<file path="config.mk">
export PLATFORM = sky130hd
export DESIGN_NAME = multicycle_ctrl_fsm_flat
export DESIGN_NICKNAME = d
export VERILOG_FILES = /design/src/rtl/multicycle_ctrl_fsm_if.sv /design/src/rtl/multicycle_ctrl_fsm.sv /design/src/flat_wrapper.sv
export SDC_FILE = /design/constraint.sdc
export NUM_CORES = 1
export LEC_CHECK = 0
export BUFFER_PORTS_ARGS = -buffer_cell sky130_fd_sc_hd__buf_2
export CAP_MARGIN = 20
export CORE_UTILIZATION = 30
export DETAILED_ROUTE_END_ITERATION = 7
export SETUP_SLACK_MARGIN = 0.02
export SLEW_MARGIN = 20
export SYNTH_ARGS = -nofsm -noshare
export SYNTH_HDL_FRONTEND = slang
export SYNTH_SLANG_ARGS = --single-unit
export TNS_END_PERCENT = 20
</file>
<file path="constraint.sdc">
create_clock -name clk -period 2.8 [get_ports clk]
set_clock_uncertainty 0.2 [all_clocks]
set_input_delay 0.84 -clock clk [delete_from_list [all_inputs] [get_ports clk]]
set_output_delay 0.84 -clock clk [all_outputs]
set_load 0.005 [all_outputs]
</file>
<file path="src/rtl/multicycle_ctrl_fsm_if.sv">
// Control bundle between the multicycle control FSM and the datapath.
// The FSM side (master) consumes instruction fields and status and drives
// every enable/select; the datapath side (slave) is the mirror image.
interface multicycle_ctrl_fsm_if;
  // instruction fields and datapath status
  logic [5:0] opcode;
  logic [5:0] funct;
  logic       mem_ready;
  logic       zero;

  // enables
  logic       pc_write;
  logic       pc_write_cond;
  logic       iord;
  logic       mem_read;
  logic       mem_write;
  logic       ir_write;
  logic       reg_write;

  // mux selects
  logic [1:0] reg_dst;
  logic [1:0] mem_to_reg;
  logic       alu_src_a;
  logic [1:0] alu_src_b;
  logic [2:0] alu_op;
  logic [1:0] pc_source;

  // status / debug
  logic       illegal;
  logic [3:0] state;

  modport master (
    input  opcode, funct, mem_ready, zero,
    output pc_write, pc_write_cond, iord, mem_read, mem_write, ir_write,
           reg_write, reg_dst, mem_to_reg, alu_src_a, alu_src_b, alu_op,
           pc_source, illegal, state
  );

  modport slave (
    output opcode, funct, mem_ready, zero,
    input  pc_write, pc_write_cond, iord, mem_read, mem_write, ir_write,
           reg_write, reg_dst, mem_to_reg, alu_src_a, alu_src_b, alu_op,
           pc_source, illegal, state
  );
endinterface

</file>
<file path="src/rtl/multicycle_ctrl_fsm.sv">
// Control FSM for the multicycle MIPS-subset CPU. The state register is the
// only sequential element; all control outputs are decoded from it, with
// FETCH qualified by mem_ready, DECODE/EXEC/IEXEC/BRANCH looking at the
// instruction fields held stable by the IR, and BRANCH also looking at zero.
module multicycle_ctrl_fsm (
  input  logic                   clk,
  input  logic                   reset,
  multicycle_ctrl_fsm_if.master  bus
);

  typedef enum logic [3:0] {
    S_FETCH  = 4'd0,
    S_DECODE = 4'd1,
    S_MEMADR = 4'd2,
    S_MEMRD  = 4'd3,
    S_MEMWB  = 4'd4,
    S_MEMWR  = 4'd5,
    S_EXEC   = 4'd6,
    S_RWB    = 4'd7,
    S_IEXEC  = 4'd8,
    S_IWB    = 4'd9,
    S_BRANCH = 4'd10,
    S_JUMP   = 4'd11,
    S_JAL    = 4'd12,
    S_JR     = 4'd13
  } state_t;

  // opcodes
  localparam logic [5:0] OP_RTYPE = 6'b000000;
  localparam logic [5:0] OP_LW    = 6'b100011;
  localparam logic [5:0] OP_SW    = 6'b101011;
  localparam logic [5:0] OP_ADDI  = 6'b001000;
  localparam logic [5:0] OP_XORI  = 6'b001110;
  localparam logic [5:0] OP_BEQ   = 6'b000100;
  localparam logic [5:0] OP_BNE   = 6'b000101;
  localparam logic [5:0] OP_J     = 6'b000010;
  localparam logic [5:0] OP_JAL   = 6'b000011;

  // R-type functs
  localparam logic [5:0] FN_ADD = 6'b100000;
  localparam logic [5:0] FN_SUB = 6'b100010;
  localparam logic [5:0] FN_SLT = 6'b101010;
  localparam logic [5:0] FN_JR  = 6'b001000;

  // ALU operations
  localparam logic [2:0] ALU_ADD  = 3'b000;
  localparam logic [2:0] ALU_SUB  = 3'b001;
  localparam logic [2:0] ALU_SLT  = 3'b010;
  localparam logic [2:0] ALU_XOR  = 3'b011;
  localparam logic [2:0] ALU_PASS = 3'b100;

  // mux encodings
  localparam logic [1:0] SRCB_B     = 2'b00;
  localparam logic [1:0] SRCB_FOUR  = 2'b01;
  localparam logic [1:0] SRCB_IMM   = 2'b10;
  localparam logic [1:0] SRCB_IMMSH = 2'b11;
  localparam logic [1:0] PCS_ALU    = 2'b00;
  localparam logic [1:0] PCS_ALUOUT = 2'b01;
  localparam logic [1:0] PCS_JUMP   = 2'b10;
  localparam logic [1:0] DST_RT     = 2'b00;
  localparam logic [1:0] DST_RD     = 2'b01;
  localparam logic [1:0] DST_RA     = 2'b10;
  localparam logic [1:0] WD_ALUOUT  = 2'b00;
  localparam logic [1:0] WD_MDR     = 2'b01;
  localparam logic [1:0] WD_PC      = 2'b10;

  typedef struct packed {
    logic       pc_write;
    logic       pc_write_cond;
    logic       iord;
    logic       mem_read;
    logic       mem_write;
    logic       ir_write;
    logic       reg_write;
    logic [1:0] reg_dst;
    logic [1:0] mem_to_reg;
    logic       alu_src_a;
    logic [1:0] alu_src_b;
    logic [2:0] alu_op;
    logic [1:0] pc_source;
    logic       illegal;
  } ctrl_t;

  state_t st;
  state_t nxt;
  ctrl_t  c;

  logic is_rtype_alu;
  logic is_jr;
  logic is_mem;
  logic is_imm;
  logic is_br;

  // instruction class decode from the IR fields
  always_comb begin
    is_rtype_alu = (bus.opcode == OP_RTYPE) &&
                   ((bus.funct == FN_ADD) || (bus.funct == FN_SUB) ||
                    (bus.funct == FN_SLT));
    is_jr        = (bus.opcode == OP_RTYPE) && (bus.funct == FN_JR);
    is_mem       = (bus.opcode == OP_LW)   || (bus.opcode == OP_SW);
    is_imm       = (bus.opcode == OP_ADDI) || (bus.opcode == OP_XORI);
    is_br        = (bus.opcode == OP_BEQ)  || (bus.opcode == OP_BNE);
  end

  // state register; reset abandons whatever instruction is in flight
  always_ff @(posedge clk) begin
    if (reset) st <= S_FETCH;
    else       st <= nxt;
  end

  // next-state logic
  always_comb begin
    nxt = S_FETCH;
    case (st)
      S_FETCH:  nxt = bus.mem_ready ? S_DECODE : S_FETCH;
      S_DECODE: begin
        if      (is_mem)                nxt = S_MEMADR;
        else if (is_rtype_alu)          nxt = S_EXEC;
        else if (is_jr)                 nxt = S_JR;
        else if (is_imm)                nxt = S_IEXEC;
        else if (is_br)                 nxt = S_BRANCH;
        else if (bus.opcode == OP_J)    nxt = S_JUMP;
        else if (bus.opcode == OP_JAL)  nxt = S_JAL;
        else                            nxt = S_FETCH;
      end
      S_MEMADR: begin
        if      (bus.opcode == OP_LW) nxt = S_MEMRD;
        else if (bus.opcode == OP_SW) nxt = S_MEMWR;
        else                          nxt = S_FETCH;
      end
      S_MEMRD:  nxt = bus.mem_ready ? S_MEMWB : S_MEMRD;
      S_MEMWB:  nxt = S_FETCH;
      S_MEMWR:  nxt = bus.mem_ready ? S_FETCH : S_MEMWR;
      S_EXEC:   nxt = S_RWB;
      S_RWB:    nxt = S_FETCH;
      S_IEXEC:  nxt = S_IWB;
      S_IWB:    nxt = S_FETCH;
      S_BRANCH: nxt = S_FETCH;
      S_JUMP:   nxt = S_FETCH;
      S_JAL:    nxt = S_FETCH;
      S_JR:     nxt = S_FETCH;
      default:  nxt = S_FETCH;
    endcase
  end

  // control decode; everything defaults to 0 and is held at 0 while reset
  // is asserted so no memory or register write leaks out during reset
  always_comb begin
    c = '0;
    case (st)
      S_FETCH: begin
        c.mem_read = 1'b1;
        c.iord     = 1'b0;
        if (bus.mem_ready) begin
          c.ir_write  = 1'b1;
          c.alu_src_a = 1'b0;
          c.alu_src_b = SRCB_FOUR;
          c.alu_op    = ALU_ADD;
          c.pc_source = PCS_ALU;
          c.pc_write  = 1'b1;
        end
      end
      S_DECODE: begin
        // speculative branch target into ALUOut
        c.alu_src_a = 1'b0;
        c.alu_src_b = SRCB_IMMSH;
        c.alu_op    = ALU_ADD;
        c.illegal   = !(is_mem || is_rtype_alu || is_jr || is_imm || is_br ||
                        (bus.opcode == OP_J) || (bus.opcode == OP_JAL));
      end
      S_MEMADR: begin
        c.alu_src_a = 1'b1;
        c.alu_src_b = SRCB_IMM;
        c.alu_op    = ALU_ADD;
      end
      S_MEMRD: begin
        c.mem_read = 1'b1;
        c.iord     = 1'b1;
      end
      S_MEMWB: begin
        c.reg_write  = 1'b1;
        c.reg_dst    = DST_RT;
        c.mem_to_reg = WD_MDR;
      end
      S_MEMWR: begin
        c.mem_write = 1'b1;
        c.iord      = 1'b1;
      end
      S_EXEC: begin
        c.alu_src_a = 1'b1;
        c.alu_src_b = SRCB_B;
        case (bus.funct)
          FN_SUB:  c.alu_op = ALU_SUB;
          FN_SLT:  c.alu_op = ALU_SLT;
          default: c.alu_op = ALU_ADD;
        endcase
      end
      S_RWB: begin
        c.reg_write  = 1'b1;
        c.reg_dst    = DST_RD;
        c.mem_to_reg = WD_ALUOUT;
      end
      S_IEXEC: begin
        c.alu_src_a = 1'b1;
        c.alu_src_b = SRCB_IMM;
        c.alu_op    = (bus.opcode == OP_XORI) ? ALU_XOR : ALU_ADD;
      end
      S_IWB: begin
        c.reg_write  = 1'b1;
        c.reg_dst    = DST_RT;
        c.mem_to_reg = WD_ALUOUT;
      end
      S_BRANCH: begin
        c.alu_src_a     = 1'b1;
        c.alu_src_b     = SRCB_B;
        c.alu_op        = ALU_SUB;
        c.pc_source     = PCS_ALUOUT;
        c.pc_write_cond = (bus.opcode == OP_BNE) ? ~bus.zero : bus.zero;
      end
      S_JUMP: begin
        c.pc_source = PCS_JUMP;
        c.pc_write  = 1'b1;
      end
      S_JAL: begin
        // PC already holds PC+4 from FETCH, so it is the link value
        c.pc_source  = PCS_JUMP;
        c.pc_write   = 1'b1;
        c.reg_write  = 1'b1;
        c.reg_dst    = DST_RA;
        c.mem_to_reg = WD_PC;
      end
      S_JR: begin
        c.alu_src_a = 1'b1;
        c.alu_op    = ALU_PASS;
        c.pc_source = PCS_ALU;
        c.pc_write  = 1'b1;
      end
      default: c = '0;
    endcase
    if (reset) c = '0;
  end

  // drive the bundle
  always_comb begin
    bus.pc_write      = c.pc_write;
    bus.pc_write_cond = c.pc_write_cond;
    bus.iord          = c.iord;
    bus.mem_read      = c.mem_read;
    bus.mem_write     = c.mem_write;
    bus.ir_write      = c.ir_write;
    bus.reg_write     = c.reg_write;
    bus.reg_dst       = c.reg_dst;
    bus.mem_to_reg    = c.mem_to_reg;
    bus.alu_src_a     = c.alu_src_a;
    bus.alu_src_b     = c.alu_src_b;
    bus.alu_op        = c.alu_op;
    bus.pc_source     = c.pc_source;
    bus.illegal       = c.illegal;
    bus.state         = st;
  end

endmodule
</file>
<file path="src/flat_wrapper.sv">
// flat-port wrapper written by rule: the top's interface ports become plain ports
module multicycle_ctrl_fsm_flat 
  (clk, reset, bus_opcode, bus_funct, bus_mem_ready, bus_zero, bus_pc_write, bus_pc_write_cond, bus_iord, bus_mem_read, bus_mem_write, bus_ir_write, bus_reg_write, bus_reg_dst, bus_mem_to_reg, bus_alu_src_a, bus_alu_src_b, bus_alu_op, bus_pc_source, bus_illegal, bus_state);
  multicycle_ctrl_fsm_if bus_i ();
  input  logic clk;
  input  logic reset;
  input wire logic [$bits(bus_i.opcode)-1:0] bus_opcode;
  input wire logic [$bits(bus_i.funct)-1:0] bus_funct;
  input wire logic [$bits(bus_i.mem_ready)-1:0] bus_mem_ready;
  input wire logic [$bits(bus_i.zero)-1:0] bus_zero;
  output wire logic [$bits(bus_i.pc_write)-1:0] bus_pc_write;
  output wire logic [$bits(bus_i.pc_write_cond)-1:0] bus_pc_write_cond;
  output wire logic [$bits(bus_i.iord)-1:0] bus_iord;
  output wire logic [$bits(bus_i.mem_read)-1:0] bus_mem_read;
  output wire logic [$bits(bus_i.mem_write)-1:0] bus_mem_write;
  output wire logic [$bits(bus_i.ir_write)-1:0] bus_ir_write;
  output wire logic [$bits(bus_i.reg_write)-1:0] bus_reg_write;
  output wire logic [$bits(bus_i.reg_dst)-1:0] bus_reg_dst;
  output wire logic [$bits(bus_i.mem_to_reg)-1:0] bus_mem_to_reg;
  output wire logic [$bits(bus_i.alu_src_a)-1:0] bus_alu_src_a;
  output wire logic [$bits(bus_i.alu_src_b)-1:0] bus_alu_src_b;
  output wire logic [$bits(bus_i.alu_op)-1:0] bus_alu_op;
  output wire logic [$bits(bus_i.pc_source)-1:0] bus_pc_source;
  output wire logic [$bits(bus_i.illegal)-1:0] bus_illegal;
  output wire logic [$bits(bus_i.state)-1:0] bus_state;
  assign bus_i.opcode = bus_opcode;
  assign bus_i.funct = bus_funct;
  assign bus_i.mem_ready = bus_mem_ready;
  assign bus_i.zero = bus_zero;
  assign bus_pc_write = bus_i.pc_write;
  assign bus_pc_write_cond = bus_i.pc_write_cond;
  assign bus_iord = bus_i.iord;
  assign bus_mem_read = bus_i.mem_read;
  assign bus_mem_write = bus_i.mem_write;
  assign bus_ir_write = bus_i.ir_write;
  assign bus_reg_write = bus_i.reg_write;
  assign bus_reg_dst = bus_i.reg_dst;
  assign bus_mem_to_reg = bus_i.mem_to_reg;
  assign bus_alu_src_a = bus_i.alu_src_a;
  assign bus_alu_src_b = bus_i.alu_src_b;
  assign bus_alu_op = bus_i.alu_op;
  assign bus_pc_source = bus_i.pc_source;
  assign bus_illegal = bus_i.illegal;
  assign bus_state = bus_i.state;
  multicycle_ctrl_fsm u_core (.clk(clk), .reset(reset), .bus(bus_i));
endmodule
</file>
* Yosys cells after proc, flatten, opt, wreduce, memory -nomap -nowiden *
Cells that the tools add are included.

cells by class
  equality and inequality tests = 25
  multiplexer cells = 31
  bitwise gates (word level) = 1
  reductions and logical operators = 22

operators by type and width
  cell                count
  $mux 4              8
  $eq 6x6->1 const B  5
  $pmux 4 s7          1
  $eq 4x4->1 const B  6
  $mux 20             1
  $pmux 5 s4          1
  $eq 6x4->1 const B  3
  $eq 4x3->1 const B  4
  $pmux 3 s5          1
  $eq 6x2->1 const B  2
  $eq 6x3->1 const B  2
  $pmux 2 s3          2
  $logic_or 1x1->1    11
  $mux 1              9
  $mux 3              3
  $eq 4x2->1 const B  2
  $reduce_or 2->1     4
  $logic_not 6->1     1
  $mux 6              1
  $reduce_or 5->1     1
  $eq 4x1->1 const B  1
  $logic_not 4->1     1
  $pmux 1 s2          2
  $pmux 2 s2          1
  5 further kinds     6

storage, ports and cells
  register bits = 4
  output and inout port bits = 24

* Longest topological paths before layout *
  word-level depth = 13
  gate-level depth with buffers = 7
  mapped depth without buffers = 5

* Worst setup path before layout *
OpenSTA, ideal clock, no wires.

  path type = in2out
  start = input bus_funct[0]
  end = output bus_illegal
  arrival = 1.978 ns
  path slack = -0.218 ns
  cell stages on the path = 5
  path buffers = 0
  cells stage by stage = or4b_4 a2111oi_4 nand2_1 nand3_1 nor3_1

on the way
  word-level cells in the longest chain between the ends = 13

ends and longest elaborated chain
  element                             RTL line                    source
  start: declaration                  flat_wrapper.sv:8           input wire logic [$bits(bus_i.funct)-1:0] bus_funct;
  $eq 6x6->1                          multicycle_ctrl_fsm.sv:97   ((bus.funct == FN_ADD) || (bus.funct == FN_SUB) ||
  $logic_or 1x1->1 (2 in series)      multicycle_ctrl_fsm.sv:97
  $logic_and 1x1->1                   multicycle_ctrl_fsm.sv:96   is_rtype_alu = (bus.opcode == OP_RTYPE) &&
  $logic_or 1x1->1                    multicycle_ctrl_fsm.sv:168  c.illegal = !(is_mem || is_rtype_alu || is_jr || is_imm || is_br ||
  $logic_or 1x1->1 (*) (4 in series)  multicycle_ctrl_fsm.sv:168
  $logic_or 1x1->1 (*)                multicycle_ctrl_fsm.sv:169  (bus.opcode == OP_J) || (bus.opcode == OP_JAL));
  $logic_not 1->1 (*)                 multicycle_ctrl_fsm.sv:168
  $mux 1 (*)                          multicycle_ctrl_fsm.sv:150  case (st)
  $mux 20 (*)                         multicycle_ctrl_fsm.sv:240  if (reset) c = '0;
  end: declaration                    flat_wrapper.sv:24          output wire logic [$bits(bus_i.illegal)-1:0] bus_illegal;

Mark *: on every way between the ends. The rest lies on a longest branch, timed or not.

* Final worst setup path *
Same ends and word-level chain as after synthesis.

==> impl_metrics.toml <==
[clock_network]
cts_tree = "built"
clkSinkCount = 4
cts-root-buf = "clkbuf_4"
clk_latency_ps = 230
cts_inserted_buffers = 3
clock_path_buffers = 2
hold_buffers = 0
htree_levels = 1
clkTransAtPathRegs_ps = 40

[routing]
drt-initial-drc-count = 25
dr.pass1.iters = 4
post-route-drc-count = 0
via_count = 1149
drt-total-wl_um = 2680
wire_per_inst_um = 12.7
ant_nets = 0
viasPerCell = 5.45

[sta]
fin_hold_ws_ps = 565
min_period_over_period = 1.13
finalCriticalPeriod_ps = 3150
fmax_mhz = 317
rsz0062_at_grt = "true"
slew_violations = 0
hold_viol = 0
setup_viol = 4
worst_slack_ps = -353
tightestPinTransition_ps = 533
slew_headroom = 0.640

[finish]
largest_reg_flops = 4
final_cell_mix = "38 x buf_2, 22 x buf_4, 13 x nor2_1, 9 x nor3_1, 8 x nand2_1"
diodes = 0
final_common_cell = "buf_2"
postLayoutCoreUtil = 0.482
fin_nets = 199
drive_gt1_frac = 0.464
area_delta_synth_final_pct = 46.0

[floorplan]
start_util = 0.330
rows = 18
dieHeight_um = 55.4
die_w_um = 55.4
core_sq_um = 2590
io_pins = 40
die_area_sq_um = 3070

[synth]
synthesis.area_sq_um = 855
synth_area_per_cell_sq_um = 6.73
seq_area_frac_synth = 0.0937
synth_warnings = 0
yosys_register_bits = 4
synth_nets = 143
synthArstFlopShare = 0
synth_edf_count = 0
synth_cell_types = 41
netlist_instances = 127
synth_ff_type = "dfxtp_1"

[power_and_ir_drop]
vdd_drop_max_uv = 154
power_mw = 0.225
p_per_area_nw_per_um2 = 181
leakagePower_nw = 0.554

[grt]
grt.busiest_layer = "met2"
grtUsageTotal = 0.172
grt-ovfl-total = 0
use_met3 = 0.0398
grt_pass1_vias = 989
grt.met1_usage = 0.215
grt_pass1_wl_um = 4330
grt.met2_usage = 0.293
grt_max_degree = 14
antenna_found_initial = 0

[worst_setup_path]
crit_arrival_ps = 2110
crit_path_max_fanout = 3
cp-end-kind = "output pin"
crit_path_start_kind = "input port"
required_ps = 1760
path_class = "input port to output pin"

[place]
io_buffers = 39
gp_congestion = 0.850
dp_hpwl_um = 2140

[worst_hold_path]
worstHoldPathType = "register to register"

[status]
status = "finished, violations left"
violations = "negative setup slack"

[run]
maxCapViolations = 0
power breakdown:
part	internal [mW]	switching [mW]	total [mW]
sequential	0.0587	0.00374	0.0625
clock	0.0478	0.0210	0.0688
combinational	0.0461	0.0480	0.0940
critical path: stages:
cell and delay (ps):
buf_6 90, or4b_4 550, a2111oi_4 240, nand2_1 150
nand3_2 80, nor3_2 40, buf_2 130
worst paths after layout:
kind	from	endpoint	slack (ps)	cells past startpoint
max	bus_funct[0]	bus_illegal	-350	7
min	u_core.bus.state[2]	u_core.bus.state[0]	560	3
max reg2reg	u_core.bus.state[0]	u_core.bus.state[2]	900	4
min reg2reg	u_core.bus.state[2]	u_core.bus.state[0]	560	3
layer usage:
metal	vias up	part of all wire
met5	-	0
met3	0	0.042
met2	42	0.49
li1	579	-
met1	528	0.46
met4	0	0
synth_stat cells, types with 2 or more instances:
cell type,number,area share
nor2_1,14,0.061
nor3_1,12,0.070
nand2_1,8,0.035
a21oi_1,7,0.041
o21ai_0,7,0.041
a31oi_1,5,0.037
inv_1,5,0.022
nand2b_1,5,0.037
nor4_1,5,0.037
clkbuf_1,4,0.018
dfxtp_1,4,0.094
nand4_1,4,0.029
buf_4,3,0.026
clkbuf_8,3,0.048
nand3_1,3,0.018
or2_2,3,0.022
a211oi_1,2,0.018
and3_1,2,0.015
nand3b_1,2,0.018
nand4b_1,2,0.021
nor2b_1,2,0.015
nor4b_1,2,0.021
or2b_2,2,0.021
or3_1,2,0.015
xnor2_1,2,0.021
xor2_1,2,0.021
cells by family (layout without fill, tap and decap cells):
group,count (synthesis),after routing,share of synthesized area
AO/OA/AOI/OAI,29,29,0.231
flip-flops,4,4,0.0937
XOR/XNOR,4,4,0.0410
multiplexers,1,1,0.0117
buffers and inverters,16,70,0.127
AND/OR/NAND/NOR,73,73,0.495
metrics by stage:
stage	cells	TNS (ps)	instance area [sq um]	setup WS [ps]
global route	211	-1240	1250	-437
CTS	211	-851	1210	-325
global placement	207	-1040	1160	-404
finish	211	-879	1250	-353
detailed placement	207	-1200	1160	-425
floorplan	127	-217	855	-171
repair_timing:
item	CTS	global route
endpoints found under the setup margin	6	8
pin swaps	4	3
resized for setup	5	6
buffers inserted	1	0
cell type report:
cell class / count / area [sq um]
Inverter: 5 / 18.8
Timing Repair Buffer: 62 / 378
Tap cell: 30 / 37.5
Clock buffer: 3 / 22.5
Fill cell: 281 / 1340
Sequential cell: 4 / 80.1
Multi-Input combinational cell: 107 / 711
(Power assumes the default switching activity.)
